==> src/rtl/minisrc_pkg.sv <==
`default_nettype none
// ============================================================================
// Module      : minisrc_pkg
// Description : Shared definitions for the Mini SRC hardwired controller:
//               opcode constants, controller state encoding and the
//               instruction-class encoding produced by the opcode decoder.
// Revision    : 1.0 - initial release
// ============================================================================
package minisrc_pkg;

    localparam int c_OPCODE_W = 5;
    localparam int c_ALU_OP_W = 5;

    // Opcodes held in IR[31:27]
    localparam logic [4:0] c_OP_LD   = 5'b00000;
    localparam logic [4:0] c_OP_LDI  = 5'b00001;
    localparam logic [4:0] c_OP_ST   = 5'b00010;
    localparam logic [4:0] c_OP_ADD  = 5'b00011;
    localparam logic [4:0] c_OP_SUB  = 5'b00100;
    localparam logic [4:0] c_OP_AND  = 5'b00101;
    localparam logic [4:0] c_OP_OR   = 5'b00110;
    localparam logic [4:0] c_OP_ROR  = 5'b00111;
    localparam logic [4:0] c_OP_ROL  = 5'b01000;
    localparam logic [4:0] c_OP_SHR  = 5'b01001;
    localparam logic [4:0] c_OP_SHRA = 5'b01010;
    localparam logic [4:0] c_OP_SHL  = 5'b01011;
    localparam logic [4:0] c_OP_ADDI = 5'b01100;
    localparam logic [4:0] c_OP_ANDI = 5'b01101;
    localparam logic [4:0] c_OP_ORI  = 5'b01110;
    localparam logic [4:0] c_OP_MUL  = 5'b01111;
    localparam logic [4:0] c_OP_DIV  = 5'b10000;
    localparam logic [4:0] c_OP_NEG  = 5'b10001;
    localparam logic [4:0] c_OP_NOT  = 5'b10010;
    localparam logic [4:0] c_OP_BR   = 5'b10011;
    localparam logic [4:0] c_OP_JR   = 5'b10100;
    localparam logic [4:0] c_OP_JAL  = 5'b10101;
    localparam logic [4:0] c_OP_IN   = 5'b10110;
    localparam logic [4:0] c_OP_OUT  = 5'b10111;
    localparam logic [4:0] c_OP_MFHI = 5'b11000;
    localparam logic [4:0] c_OP_MFLO = 5'b11001;
    localparam logic [4:0] c_OP_NOP  = 5'b11010;
    localparam logic [4:0] c_OP_HALT = 5'b11011;

    // T-states are consecutive so the step index is (state - ST_T0)
    typedef enum logic [3:0] {
        ST_RST  = 4'd0,
        ST_T0   = 4'd1,
        ST_T1   = 4'd2,
        ST_T2   = 4'd3,
        ST_T3   = 4'd4,
        ST_T4   = 4'd5,
        ST_T5   = 4'd6,
        ST_T6   = 4'd7,
        ST_T7   = 4'd8,
        ST_HALT = 4'd9
    } state_t;

    typedef enum logic [3:0] {
        CLS_ALU_R  = 4'd0,
        CLS_ALU_I  = 4'd1,
        CLS_UNARY  = 4'd2,
        CLS_MULDIV = 4'd3,
        CLS_LD     = 4'd4,
        CLS_LDI    = 4'd5,
        CLS_ST     = 4'd6,
        CLS_BR     = 4'd7,
        CLS_JR     = 4'd8,
        CLS_JAL    = 4'd9,
        CLS_IN     = 4'd10,
        CLS_OUT    = 4'd11,
        CLS_MFHI   = 4'd12,
        CLS_MFLO   = 4'd13,
        CLS_NOP    = 4'd14,
        CLS_HALT   = 4'd15
    } class_t;

endpackage : minisrc_pkg
`default_nettype wire

==> src/rtl/control_decode.sv <==
`default_nettype none
// ============================================================================
// Module      : control_decode
// Description : Combinational opcode decoder. Maps an opcode to its
//               instruction class, the ALU operation used in the step that
//               loads Z, and the index of the final T-step of the class.
// Ports       : i_opcode    - opcode field IR[31:27]
//               o_class     - instruction class
//               o_alu_op    - ALU operation for the Z-load step
//               o_last_step - last T-step index (3..7)
// Revision    : 1.0 - initial release
// ============================================================================
module control_decode
    import minisrc_pkg::*;
#(
    parameter int OPCODE_W = 5,
    parameter int ALU_OP_W = 5
) (
    input  logic [OPCODE_W-1:0] i_opcode,
    output class_t              o_class,
    output logic [ALU_OP_W-1:0] o_alu_op,
    output logic [2:0]          o_last_step
);

    always_comb begin
        // Undefined opcodes fall through as a single empty T3 step
        o_class     = CLS_NOP;
        o_alu_op    = '0;
        o_last_step = 3'd3;
        case (i_opcode)
            c_OP_ADD, c_OP_SUB, c_OP_AND, c_OP_OR, c_OP_ROR,
            c_OP_ROL, c_OP_SHR, c_OP_SHRA, c_OP_SHL: begin
                o_class     = CLS_ALU_R;
                o_alu_op    = ALU_OP_W'(i_opcode);
                o_last_step = 3'd5;
            end
            // Immediate forms reuse the register-form ALU codes
            c_OP_ADDI: begin
                o_class     = CLS_ALU_I;
                o_alu_op    = ALU_OP_W'(c_OP_ADD);
                o_last_step = 3'd5;
            end
            c_OP_ANDI: begin
                o_class     = CLS_ALU_I;
                o_alu_op    = ALU_OP_W'(c_OP_AND);
                o_last_step = 3'd5;
            end
            c_OP_ORI: begin
                o_class     = CLS_ALU_I;
                o_alu_op    = ALU_OP_W'(c_OP_OR);
                o_last_step = 3'd5;
            end
            c_OP_NEG, c_OP_NOT: begin
                o_class     = CLS_UNARY;
                o_alu_op    = ALU_OP_W'(i_opcode);
                o_last_step = 3'd4;
            end
            c_OP_MUL, c_OP_DIV: begin
                o_class     = CLS_MULDIV;
                o_alu_op    = ALU_OP_W'(i_opcode);
                o_last_step = 3'd6;
            end
            // Memory and branch forms compute an address with ADD
            c_OP_LD: begin
                o_class     = CLS_LD;
                o_alu_op    = ALU_OP_W'(c_OP_ADD);
                o_last_step = 3'd7;
            end
            c_OP_LDI: begin
                o_class     = CLS_LDI;
                o_alu_op    = ALU_OP_W'(c_OP_ADD);
                o_last_step = 3'd5;
            end
            c_OP_ST: begin
                o_class     = CLS_ST;
                o_alu_op    = ALU_OP_W'(c_OP_ADD);
                o_last_step = 3'd7;
            end
            c_OP_BR: begin
                o_class     = CLS_BR;
                o_alu_op    = ALU_OP_W'(c_OP_ADD);
                o_last_step = 3'd6;
            end
            c_OP_JR:   o_class = CLS_JR;
            c_OP_JAL: begin
                o_class     = CLS_JAL;
                o_last_step = 3'd4;
            end
            c_OP_IN:   o_class = CLS_IN;
            c_OP_OUT:  o_class = CLS_OUT;
            c_OP_MFHI: o_class = CLS_MFHI;
            c_OP_MFLO: o_class = CLS_MFLO;
            c_OP_HALT: o_class = CLS_HALT;
            default:   o_class = CLS_NOP;
        endcase
    end

endmodule : control_decode
`default_nettype wire

==> src/rtl/control_unit.sv <==
`default_nettype none
// ============================================================================
// Module      : control_unit
// Description : Hardwired Moore controller for the Mini SRC datapath. Runs
//               the fetch sequence T0-T2, then the per-class T3..T7 steps,
//               returning to T0 (or HALT when Stop is raised) at the
//               instruction boundary.
// Ports       : clk, clr        - clock, synchronous active-high reset
//               IR_Data         - instruction register contents
//               CON_out         - branch condition, used in br T6
//               Stop            - halt at the next instruction boundary
//               Run             - high while executing
//               *_in / IncPC    - register load strobes
//               *_out / C_out   - bus drive strobes
//               Read, Write     - memory strobes
//               Gra..BAout      - register select/encode controls
//               alu_instruction_bits - ALU op in Z-computing steps, else 0
// Revision    : 1.0 - initial release
// ============================================================================
module control_unit
    import minisrc_pkg::*;
#(
    parameter int OPCODE_W = 5,
    parameter int ALU_OP_W = 5
) (
    input  logic                clk,
    input  logic                clr,
    input  logic [31:0]         IR_Data,
    input  logic                CON_out,
    input  logic                Stop,
    output logic                Run,
    output logic                PC_in, IR_in, Y_in, Z_in, HI_in, LO_in,
    output logic                MAR_in, MDR_in, OutPort_in, CON_in, IncPC,
    output logic                PC_out, Zhigh_out, Zlow_out, HI_out, LO_out,
    output logic                MDR_out, InPort_out, C_out,
    output logic                Read, Write,
    output logic                Gra, Grb, Grc, Rin, Rout, BAout,
    output logic [ALU_OP_W-1:0] alu_instruction_bits
);

    state_t                r_state;
    state_t                w_next;
    logic [OPCODE_W-1:0]   r_opcode;
    logic [OPCODE_W-1:0]   w_opcode;
    class_t                w_class;
    logic [ALU_OP_W-1:0]   w_alu_op;
    logic [2:0]            w_last_step;
    logic [2:0]            w_step;
    logic                  w_ir_unused;

    assign w_ir_unused = ^IR_Data[31-OPCODE_W:0];

    // IR is only valid from T3; use it directly in T3 and the copy latched
    // at the end of T3 for the remaining steps.
    assign w_opcode = (r_state == ST_T3) ? IR_Data[31 -: OPCODE_W] : r_opcode;
    assign w_step   = 3'(4'(r_state) - 4'(ST_T0));

    control_decode #(
        .OPCODE_W (OPCODE_W),
        .ALU_OP_W (ALU_OP_W)
    ) u_decode (
        .i_opcode    (w_opcode),
        .o_class     (w_class),
        .o_alu_op    (w_alu_op),
        .o_last_step (w_last_step)
    );

    always_ff @(posedge clk) begin
        if (clr) begin
            r_state  <= ST_RST;
            r_opcode <= '0;
        end else begin
            r_state <= w_next;
            if (r_state == ST_T3) r_opcode <= IR_Data[31 -: OPCODE_W];
        end
    end

    always_comb begin
        w_next = r_state;
        case (r_state)
            ST_RST:  w_next = ST_T0;
            ST_T0:   w_next = ST_T1;
            ST_T1:   w_next = ST_T2;
            ST_T2:   w_next = ST_T3;
            ST_T3, ST_T4, ST_T5, ST_T6, ST_T7: begin
                if (w_step == w_last_step)
                    w_next = (w_class == CLS_HALT || Stop) ? ST_HALT : ST_T0;
                else
                    w_next = state_t'(4'(r_state) + 4'd1);
            end
            ST_HALT: w_next = ST_HALT;
            default: w_next = ST_RST;
        endcase
    end

    always_comb begin
        Run = 1'b0;
        PC_in = 1'b0; IR_in = 1'b0; Y_in = 1'b0; Z_in = 1'b0; HI_in = 1'b0;
        LO_in = 1'b0; MAR_in = 1'b0; MDR_in = 1'b0; OutPort_in = 1'b0;
        CON_in = 1'b0; IncPC = 1'b0;
        PC_out = 1'b0; Zhigh_out = 1'b0; Zlow_out = 1'b0; HI_out = 1'b0;
        LO_out = 1'b0; MDR_out = 1'b0; InPort_out = 1'b0; C_out = 1'b0;
        Read = 1'b0; Write = 1'b0;
        Gra = 1'b0; Grb = 1'b0; Grc = 1'b0; Rin = 1'b0; Rout = 1'b0; BAout = 1'b0;
        alu_instruction_bits = '0;

        if (r_state != ST_RST && r_state != ST_HALT) Run = 1'b1;

        case (r_state)
            ST_T0: begin PC_out = 1'b1; MAR_in = 1'b1; IncPC = 1'b1; Z_in = 1'b1; end
            ST_T1: begin Zlow_out = 1'b1; PC_in = 1'b1; Read = 1'b1; MDR_in = 1'b1; end
            ST_T2: begin MDR_out = 1'b1; IR_in = 1'b1; end
            ST_T3: begin
                case (w_class)
                    CLS_ALU_R, CLS_ALU_I: begin Grb = 1'b1; Rout = 1'b1; Y_in = 1'b1; end
                    CLS_UNARY: begin
                        Grb = 1'b1; Rout = 1'b1; Z_in = 1'b1;
                        alu_instruction_bits = w_alu_op;
                    end
                    CLS_MULDIV: begin Gra = 1'b1; Rout = 1'b1; Y_in = 1'b1; end
                    CLS_LD, CLS_LDI, CLS_ST: begin Grb = 1'b1; BAout = 1'b1; Y_in = 1'b1; end
                    CLS_BR:   begin Gra = 1'b1; Rout = 1'b1; CON_in = 1'b1; end
                    CLS_JR:   begin Gra = 1'b1; Rout = 1'b1; PC_in = 1'b1; end
                    CLS_JAL:  begin PC_out = 1'b1; Grb = 1'b1; Rin = 1'b1; end
                    CLS_IN:   begin InPort_out = 1'b1; Gra = 1'b1; Rin = 1'b1; end
                    CLS_OUT:  begin Gra = 1'b1; Rout = 1'b1; OutPort_in = 1'b1; end
                    CLS_MFHI: begin HI_out = 1'b1; Gra = 1'b1; Rin = 1'b1; end
                    CLS_MFLO: begin LO_out = 1'b1; Gra = 1'b1; Rin = 1'b1; end
                    default:  ;
                endcase
            end
            ST_T4: begin
                case (w_class)
                    CLS_ALU_R: begin
                        Grc = 1'b1; Rout = 1'b1; Z_in = 1'b1;
                        alu_instruction_bits = w_alu_op;
                    end
                    CLS_ALU_I, CLS_LD, CLS_LDI, CLS_ST: begin
                        C_out = 1'b1; Z_in = 1'b1;
                        alu_instruction_bits = w_alu_op;
                    end
                    CLS_UNARY: begin Zlow_out = 1'b1; Gra = 1'b1; Rin = 1'b1; end
                    CLS_MULDIV: begin
                        Grb = 1'b1; Rout = 1'b1; Z_in = 1'b1;
                        alu_instruction_bits = w_alu_op;
                    end
                    CLS_BR:  begin PC_out = 1'b1; Y_in = 1'b1; end
                    CLS_JAL: begin Gra = 1'b1; Rout = 1'b1; PC_in = 1'b1; end
                    default: ;
                endcase
            end
            ST_T5: begin
                case (w_class)
                    CLS_ALU_R, CLS_ALU_I, CLS_LDI: begin Zlow_out = 1'b1; Gra = 1'b1; Rin = 1'b1; end
                    CLS_MULDIV: begin Zlow_out = 1'b1; LO_in = 1'b1; end
                    CLS_LD, CLS_ST: begin Zlow_out = 1'b1; MAR_in = 1'b1; end
                    CLS_BR: begin
                        C_out = 1'b1; Z_in = 1'b1;
                        alu_instruction_bits = w_alu_op;
                    end
                    default: ;
                endcase
            end
            ST_T6: begin
                case (w_class)
                    CLS_MULDIV: begin Zhigh_out = 1'b1; HI_in = 1'b1; end
                    CLS_LD:     begin Read = 1'b1; MDR_in = 1'b1; end
                    CLS_ST:     begin Gra = 1'b1; Rout = 1'b1; MDR_in = 1'b1; end
                    // Branch target is committed only when the condition holds
                    CLS_BR:     begin Zlow_out = CON_out; PC_in = CON_out; end
                    default: ;
                endcase
            end
            ST_T7: begin
                case (w_class)
                    CLS_LD:  begin MDR_out = 1'b1; Gra = 1'b1; Rin = 1'b1; end
                    CLS_ST:  Write = 1'b1;
                    default: ;
                endcase
            end
            default: ;
        endcase
    end

endmodule : control_unit
`default_nettype wire

==> config.mk <==
export PLATFORM = sky130hd
export DESIGN_NAME = control_unit
export DESIGN_NICKNAME = d
export VERILOG_FILES = /design/src/rtl/minisrc_pkg.sv /design/src/rtl/control_decode.sv /design/src/rtl/control_unit.sv
export SDC_FILE = /design/constraint.sdc
export NUM_CORES = 1
export LEC_CHECK = 0
export CORE_MARGIN = 8
export CORE_UTILIZATION = 44
export DETAILED_ROUTE_END_ITERATION = 10
export PLACE_DENSITY = 0.9
export SYNTH_ARGS = -nofsm -noshare
export SYNTH_HDL_FRONTEND = slang
export SYNTH_SLANG_ARGS = --single-unit
==> constraint.sdc <==
create_clock -name clk -period 3.3 [get_ports clk]
set_clock_uncertainty 0.05 [all_clocks]
set_input_delay 0.66 -clock clk [delete_from_list [all_inputs] [get_ports clk]]
set_output_delay 0.66 -clock clk [all_outputs]
set_load 0.05 [all_outputs]
==> metrics <==
status complete, but fails checks; failing checks design-rule violations, negative setup slack; Worst Path Max Fanout 4; clk_lat worst skew between 0.2 and 0.25 ns; Nets 396; syn_area_per_cell 6.60 um2; wire length per cell 27.8 um; first-pass iteration count of the detailed router 11; width of the die roughly 78 um; num rows 22; crit path cell chain inv_2 -> ha_4 -> and3b_2 -> buf_4 -> buf_4 -> buf_4 -> nor4_1 -> o21ai_0 -> and3_1 -> nand3b_1 -> buf_12; clk slew on worst S/H paths roughly 0.050 ns; Setup violations, final 13; Max Freq around 280 MHz; DR DRC count 15; critical path launch point type flop; core area 3660 um2; Ports 69; Die Height 77.6 um; CP max-delay cell nor4_1; final hold vios 0; worst path bufs/invs 5; sequential share of the synthesized area a little over a tenth; Area Growth Syn to Fin 94.6%; Async SR Flop Fraction 0%; CTS Hold Bufs 0; H-Tree Depth 1; worst slew pin tran 0.765 ns; total track usage a little under a third; routability congestion estimate 1.05; CTS Buffer Depth 2; Ys Warns 0; number of clock sinks 9; WP depth 11; vias in the first global route 2,748; vias about 3,000; Post-Syn Area 1670 um2; remaining antenna violation count after routing 0; ANT cells 0; crit-path max cell delay 0.64 ns; Synth Net Count 293; Initial Util 45.6%; Worst EP arrival 2.89 ns; initial antenna violation count 0; fin crit period 3.60 ns; CTS tree yes; Post-synth EDFFs 0; full die area 6020 um2; fin cells between 400 and 500; largest net degree at the start of global routing 15; grt total ovfl 0; Tcrit/Tclk final 109%; Worst EP required 2.59 ns; HPWL after DPL a little over 6000 um; Post-Route WL 11,200 um; worst min-delay path class flop to flop; unrepaired setup endpoints after global routing yes; Pwr per Cell Area 478 nW/um2; first-pass GRT wire length 15,400 um; Leakage Power 1.33 nW; slew margin rel. 48.3%; placed insts around 380; root buffer cell clkbuf_8; Worst IR Drop VDD 0.583 mV; CTS Buf Count 3; Critical Path End Type output port; Vias/cell 7.49; share of cells above drive strength 1 between 40 and 50%; count of pins over their slew limit 0; Max-Cap Viols 0; Hold Crit Depth 3; Synth Instances 253; most used cell, CP buf_4; commonest cells after routing, fill and taps aside buf_4, nand2_1, nor2_1; CP Class flop to output port; Final Power 1.55 mW; R2R cell count 13; drt initial violations a little under 800; CP top delay family simple AND/OR/NAND/NOR gates; most common cell after layout, fill and taps aside buf_4; input/output buffers 41; Top FF cell, synth dfxtp_1; number of synthesized register bits 9; Yosys cell types 54; final worst slack -0.299 ns
## logic make-up after synthesis
family | share of synthesized area [%]
flops | 10.8
simple gates | 39.4
buf+inv | 8.02
fa+ha+maj | 3.60
xor+xnor | 1.57
compound gates | 25.5
mux | 11.1
## final cells by class
cell class	instances	area, um2
repair buffers	120	1280
clock buffers	4	45.0
multi-input cells	215	1650
flip-flops and latches	9	185
fillers	164	413
well taps	48	60.1
inverters	7	28.8
## report_power, final
part	switching [mW]	total, mW	internal, mW
Clock	0.0439	0.128	0.0842
Sequential	0.0256	0.155	0.129
Combinational	0.774	1.27	0.495
Total	0.844	1.55	0.708
## Yosys cell counts, types with 2 or more instances
cell	count	area share, %
o21ai_0	10	3.0
nor2b_1	4	1.5
nand4_1	3	1.1
xor2_1	2	1.0
o22ai_1	3	1.1
o31ai_1	5	2.2
and3_1	2	0.75
nand2_1	31	7.0
a32o_1	2	1.2
mux2i_1	7	4.2
nand3_1	14	4.2
nand2b_1	11	4.1
clkbuf_1	14	3.1
buf_2	4	1.2
a311oi_1	2	1.0
or4_1	2	0.90
dfxtp_1	9	11
ha_1	4	3.0
mux2_2	7	4.7
a21oi_1	16	4.8
a31oi_1	2	0.75
and3b_1	2	1.0
and2_1	3	1.1
buf_6	2	1.3
or2_2	2	0.75
inv_1	7	1.6
o311ai_0	3	1.6
nand3b_1	3	1.3
nor3_1	15	4.5
nor4_1	4	1.5
a211oi_1	4	1.8
o211ai_1	2	0.90
nor2_1	31	7.0
## state kept, by name, summed over array words and instances (netlist names)
signal,cells
r_state,4
r_opcode,5
## what timing repair did
| action | in CTS | in global routing |
|---|---|---|
| endpoints found under the setup margin | 21 | 19 |
| pin swaps | 8 | 8 |
| endpoints found under the hold margin | 0 | 0 |
| cloned | 0 | 0 |
| setup buffers | 13 | 12 |
| resized for setup | 26 | 24 |
## worst paths after layout
check               end        from  slack, ns
max                Rout  r_state[1]      -0.30
max reg2reg  r_state[3]  r_state[1]       0.29
min          r_state[0]  r_state[0]       0.75
min reg2reg  r_state[0]  r_state[0]       0.75
## stage by stage
step | utilization, % | TNS, ns | hold WS, ns | setup slack (ns) | area (um2)
after floorplan | - | -0.852 | 0.541 | -0.293 | 1830
after global placement | 77.9 | -2.19 | 0.583 | -0.227 | 2850
after detailed placement | 77.9 | -3.13 | 0.599 | -0.303 | 2850
after CTS | 84.2 | -0.0318 | 0.692 | -0.0279 | 3080
after global routing | 88.7 | -2.45 | 0.760 | -0.378 | 3250
final | 88.7 | -1.80 | 0.748 | -0.299 | 3250
## tightest hold or removal path: stages, from the launching register on
cell and delay [ns]:
dfxtp_4 0.36, buf_4 0.15, a22o_1 0.16, a21oi_1 0.07
## layer usage
metal | GRT usage, % | vias up | routed length [um]
met1 | 36.9 | 1350 | 3750
met5 | 0 | - | 0
met2 | 48.7 | 397 | 4620
met3 | 11.1 | 146 | 1740
met4 | 17.4 | 0 | 1100
li1 | - | 1125 | -
No activity file was read; power rests on OpenSTA's default activity.
==> RTL edit, RTL diff (config.mk and constraints unchanged) <==
Register the inputs `clr`, `IR_Data`, `CON_out` and `Stop` before use. The logic sees them one clock later.
--- a/src/rtl/control_unit.sv
+++ b/src/rtl/control_unit.sv
@@ -38,6 +38,18 @@
     output logic [ALU_OP_W-1:0] alu_instruction_bits
 );
 
+    logic clr_q;
+    logic [31:0] IR_Data_q;
+    logic CON_out_q;
+    logic Stop_q;
+
+    always_ff @(posedge clk) begin
+        clr_q     <= clr;
+        IR_Data_q <= IR_Data;
+        CON_out_q <= CON_out;
+        Stop_q    <= Stop;
+    end
+
     state_t                r_state;
     state_t                w_next;
     logic [OPCODE_W-1:0]   r_opcode;
@@ -48,11 +60,11 @@
     logic [2:0]            w_step;
     logic                  w_ir_unused;
 
-    assign w_ir_unused = ^IR_Data[31-OPCODE_W:0];
+    assign w_ir_unused = ^IR_Data_q[31-OPCODE_W:0];
 
     // IR is only valid from T3; use it directly in T3 and the copy latched
     // at the end of T3 for the remaining steps.
-    assign w_opcode = (r_state == ST_T3) ? IR_Data[31 -: OPCODE_W] : r_opcode;
+    assign w_opcode = (r_state == ST_T3) ? IR_Data_q[31 -: OPCODE_W] : r_opcode;
     assign w_step   = 3'(4'(r_state) - 4'(ST_T0));
 
     control_decode #(
@@ -66,12 +78,12 @@
     );
 
     always_ff @(posedge clk) begin
-        if (clr) begin
+        if (clr_q) begin
             r_state  <= ST_RST;
             r_opcode <= '0;
         end else begin
             r_state <= w_next;
-            if (r_state == ST_T3) r_opcode <= IR_Data[31 -: OPCODE_W];
+            if (r_state == ST_T3) r_opcode <= IR_Data_q[31 -: OPCODE_W];
         end
     end
 
@@ -84,7 +96,7 @@
             ST_T2:   w_next = ST_T3;
             ST_T3, ST_T4, ST_T5, ST_T6, ST_T7: begin
                 if (w_step == w_last_step)
-                    w_next = (w_class == CLS_HALT || Stop) ? ST_HALT : ST_T0;
+                    w_next = (w_class == CLS_HALT || Stop_q) ? ST_HALT : ST_T0;
                 else
                     w_next = state_t'(4'(r_state) + 4'd1);
             end
@@ -167,7 +179,7 @@
                     CLS_LD:     begin Read = 1'b1; MDR_in = 1'b1; end
                     CLS_ST:     begin Gra = 1'b1; Rout = 1'b1; MDR_in = 1'b1; end
                     // Branch target is committed only when the condition holds
-                    CLS_BR:     begin Zlow_out = CON_out; PC_in = CON_out; end
+                    CLS_BR:     begin Zlow_out = CON_out_q; PC_in = CON_out_q; end
                     default: ;
                 endcase
             end
Check against the original RTL: not equivalent (Yosys sat finds a counterexample within 4 cycles, from zero or initial values).
==> RTL edit against the unedited design <==
The flow finishes with violations (setup timing); wire length decreased by 0.21%; maximum frequency increased by 1.5%; first-iteration DRC count is 33% lower; worst setup slack improved by 0.052 ns; sequential cell count up 8; clock power rose by 48%; power fell by 0.43%; sequential share of layout area increased by 4.7 points; cell area increased by 1.4%; worst hold slack got worse by 0.24 ns; combinational power decreased by 13%; sequential power increased by 63%; area after synthesis is 1.0% higher; largest cell class unchanged.
==> RTL edit: results (changes against the unedited design) <==
relative slew slack=0.613 (+0.130); drt drc=0 (-15); vias in the first global route=2688 (-2.2%); Post-Syn Nets=276 (-5.8%); max incr delay on CP=0.39 ns (-0.25 ns); GRT Util Overall=0.333 (+0.0188); CP max stage cell=a2111oi_4; Synth Instances=236 (-6.7%); first-pass GRT wire length=15800 µm (+2.6%); Top Registers=IR_Data_q (5), r_opcode (5), r_state (4); post-route cell area=3290 µm² (+1.4%); final worst slack=-0.247 ns (+0.0519 ns); Layout Nets=370 (-6.6%); DRT Wirelength=11200 µm (-0.21%); clock latency on the worst-skew pair=0.29 ns (+0.06 ns); VDD IR max=437 µV (-25%); layout cell share with drive strength beyond 1=0.474 (-0.00753); Initial DRC Count=521 (-33%); Arrival @ worst endpoint=2.84 ns (-0.05 ns); failing checks=setup timing; Critical Path Fanout Max=5 (+1); post-synthesis sequential area ratio=0.202 (+0.0938); First-pass DRT Iterations=8 (-3); Vias/cell=7.46 (-0.33%); fillers=129 (-21%); outcome=complete, but fails checks; final setup fails=19 (+6); Resize count post-CTS=34 (+31%); Placed Cells incl. Taps=350 (-6.7%); Synth cell types=55 (+1.9%); Post-synth top cells=nor2_1, nand2_1, o21ai_0; Async S/R FF share, synth=0 (unchanged); HPWL after DPL=5600 µm (-7.4%); GP Congestion=1.05 (+0.62%); P_leak=0.00135 µW (+1.5%); Hold Crit Class=flop to flop; Post-DP Area=2850 µm² (about the same); postcts setup bufs=18 (+5); Finished Layout Cells=377 (-6.5%); Worst-path clk slew=0.11 ns (+0.06 ns); top post-synthesis cells by area=dfxtp_1, nor2_1, o21ai_0
[RTL edit: cell types whose count changed after synthesis, moves of 4 or more]
cell      change
clkbuf_1      -6
o21ai_0       +8
nor2_1        -5
nand2_1      -10
a21o_1        +6
dfxtp_1       +8
nor3_1        -4
[RTL edit: worst paths after layout]
path | start | end | slack [ns] | cells after the start
setup / recovery | r_state[1] | alu_instruction_bits[2] | -0.25 | 11
hold / removal | clr_q | r_opcode[0] | 0.50 | 1
setup reg to reg | r_state[1] | r_state[0] | 0.38 | 12
hold reg to reg | clr_q | r_opcode[0] | 0.50 | 1
[RTL edit: critical path: cells and delay by family (launching register included)]
kind | cells | cell delay [ns]
simple gates | 1 | 0.16
buf+inv | 4 | 0.53
flops | 1 | 0.34
mux | 1 | 0.35
compound gates | 4 | 1.03
fa+ha+maj | 1 | 0.16
[RTL edit: kinds of logic (layout without fill, tap and decap cells)]
family / count (synthesis) / in the layout / synth area share
buf+inv: 24 / 117 / 0.0638
fa+ha+maj: 4 / 4 / 0.0297
mux: 14 / 14 / 0.0964
xor+xnor: 5 / 5 / 0.0260
flops: 17 / 17 / 0.202
simple gates: 109 / 109 / 0.333
compound gates: 63 / 63 / 0.249
[RTL edit: power by group]
group	total [µW]	switching, µW	internal [µW]
logic	1100	638	464
registers	253	27.0	226
clock network	190	105	85.9
[RTL edit: cell type report]
cell class	instances	area share
clock buffer	3	0.0125
clock inverter	1	0.00228
inverter	9	0.0103
multi-input combinational	195	0.471
sequential	17	0.104
tap	48	0.0182
timing repair buffer	104	0.381
[RTL edit: metal layers]
layer,up-vias,track usage,share of wire
met5,-,0.00833,0
met4,0,0.254,0.099
met3,142,0.124,0.14
met2,351,0.513,0.42
met1,1267,0.365,0.34
li1,1054,-,-
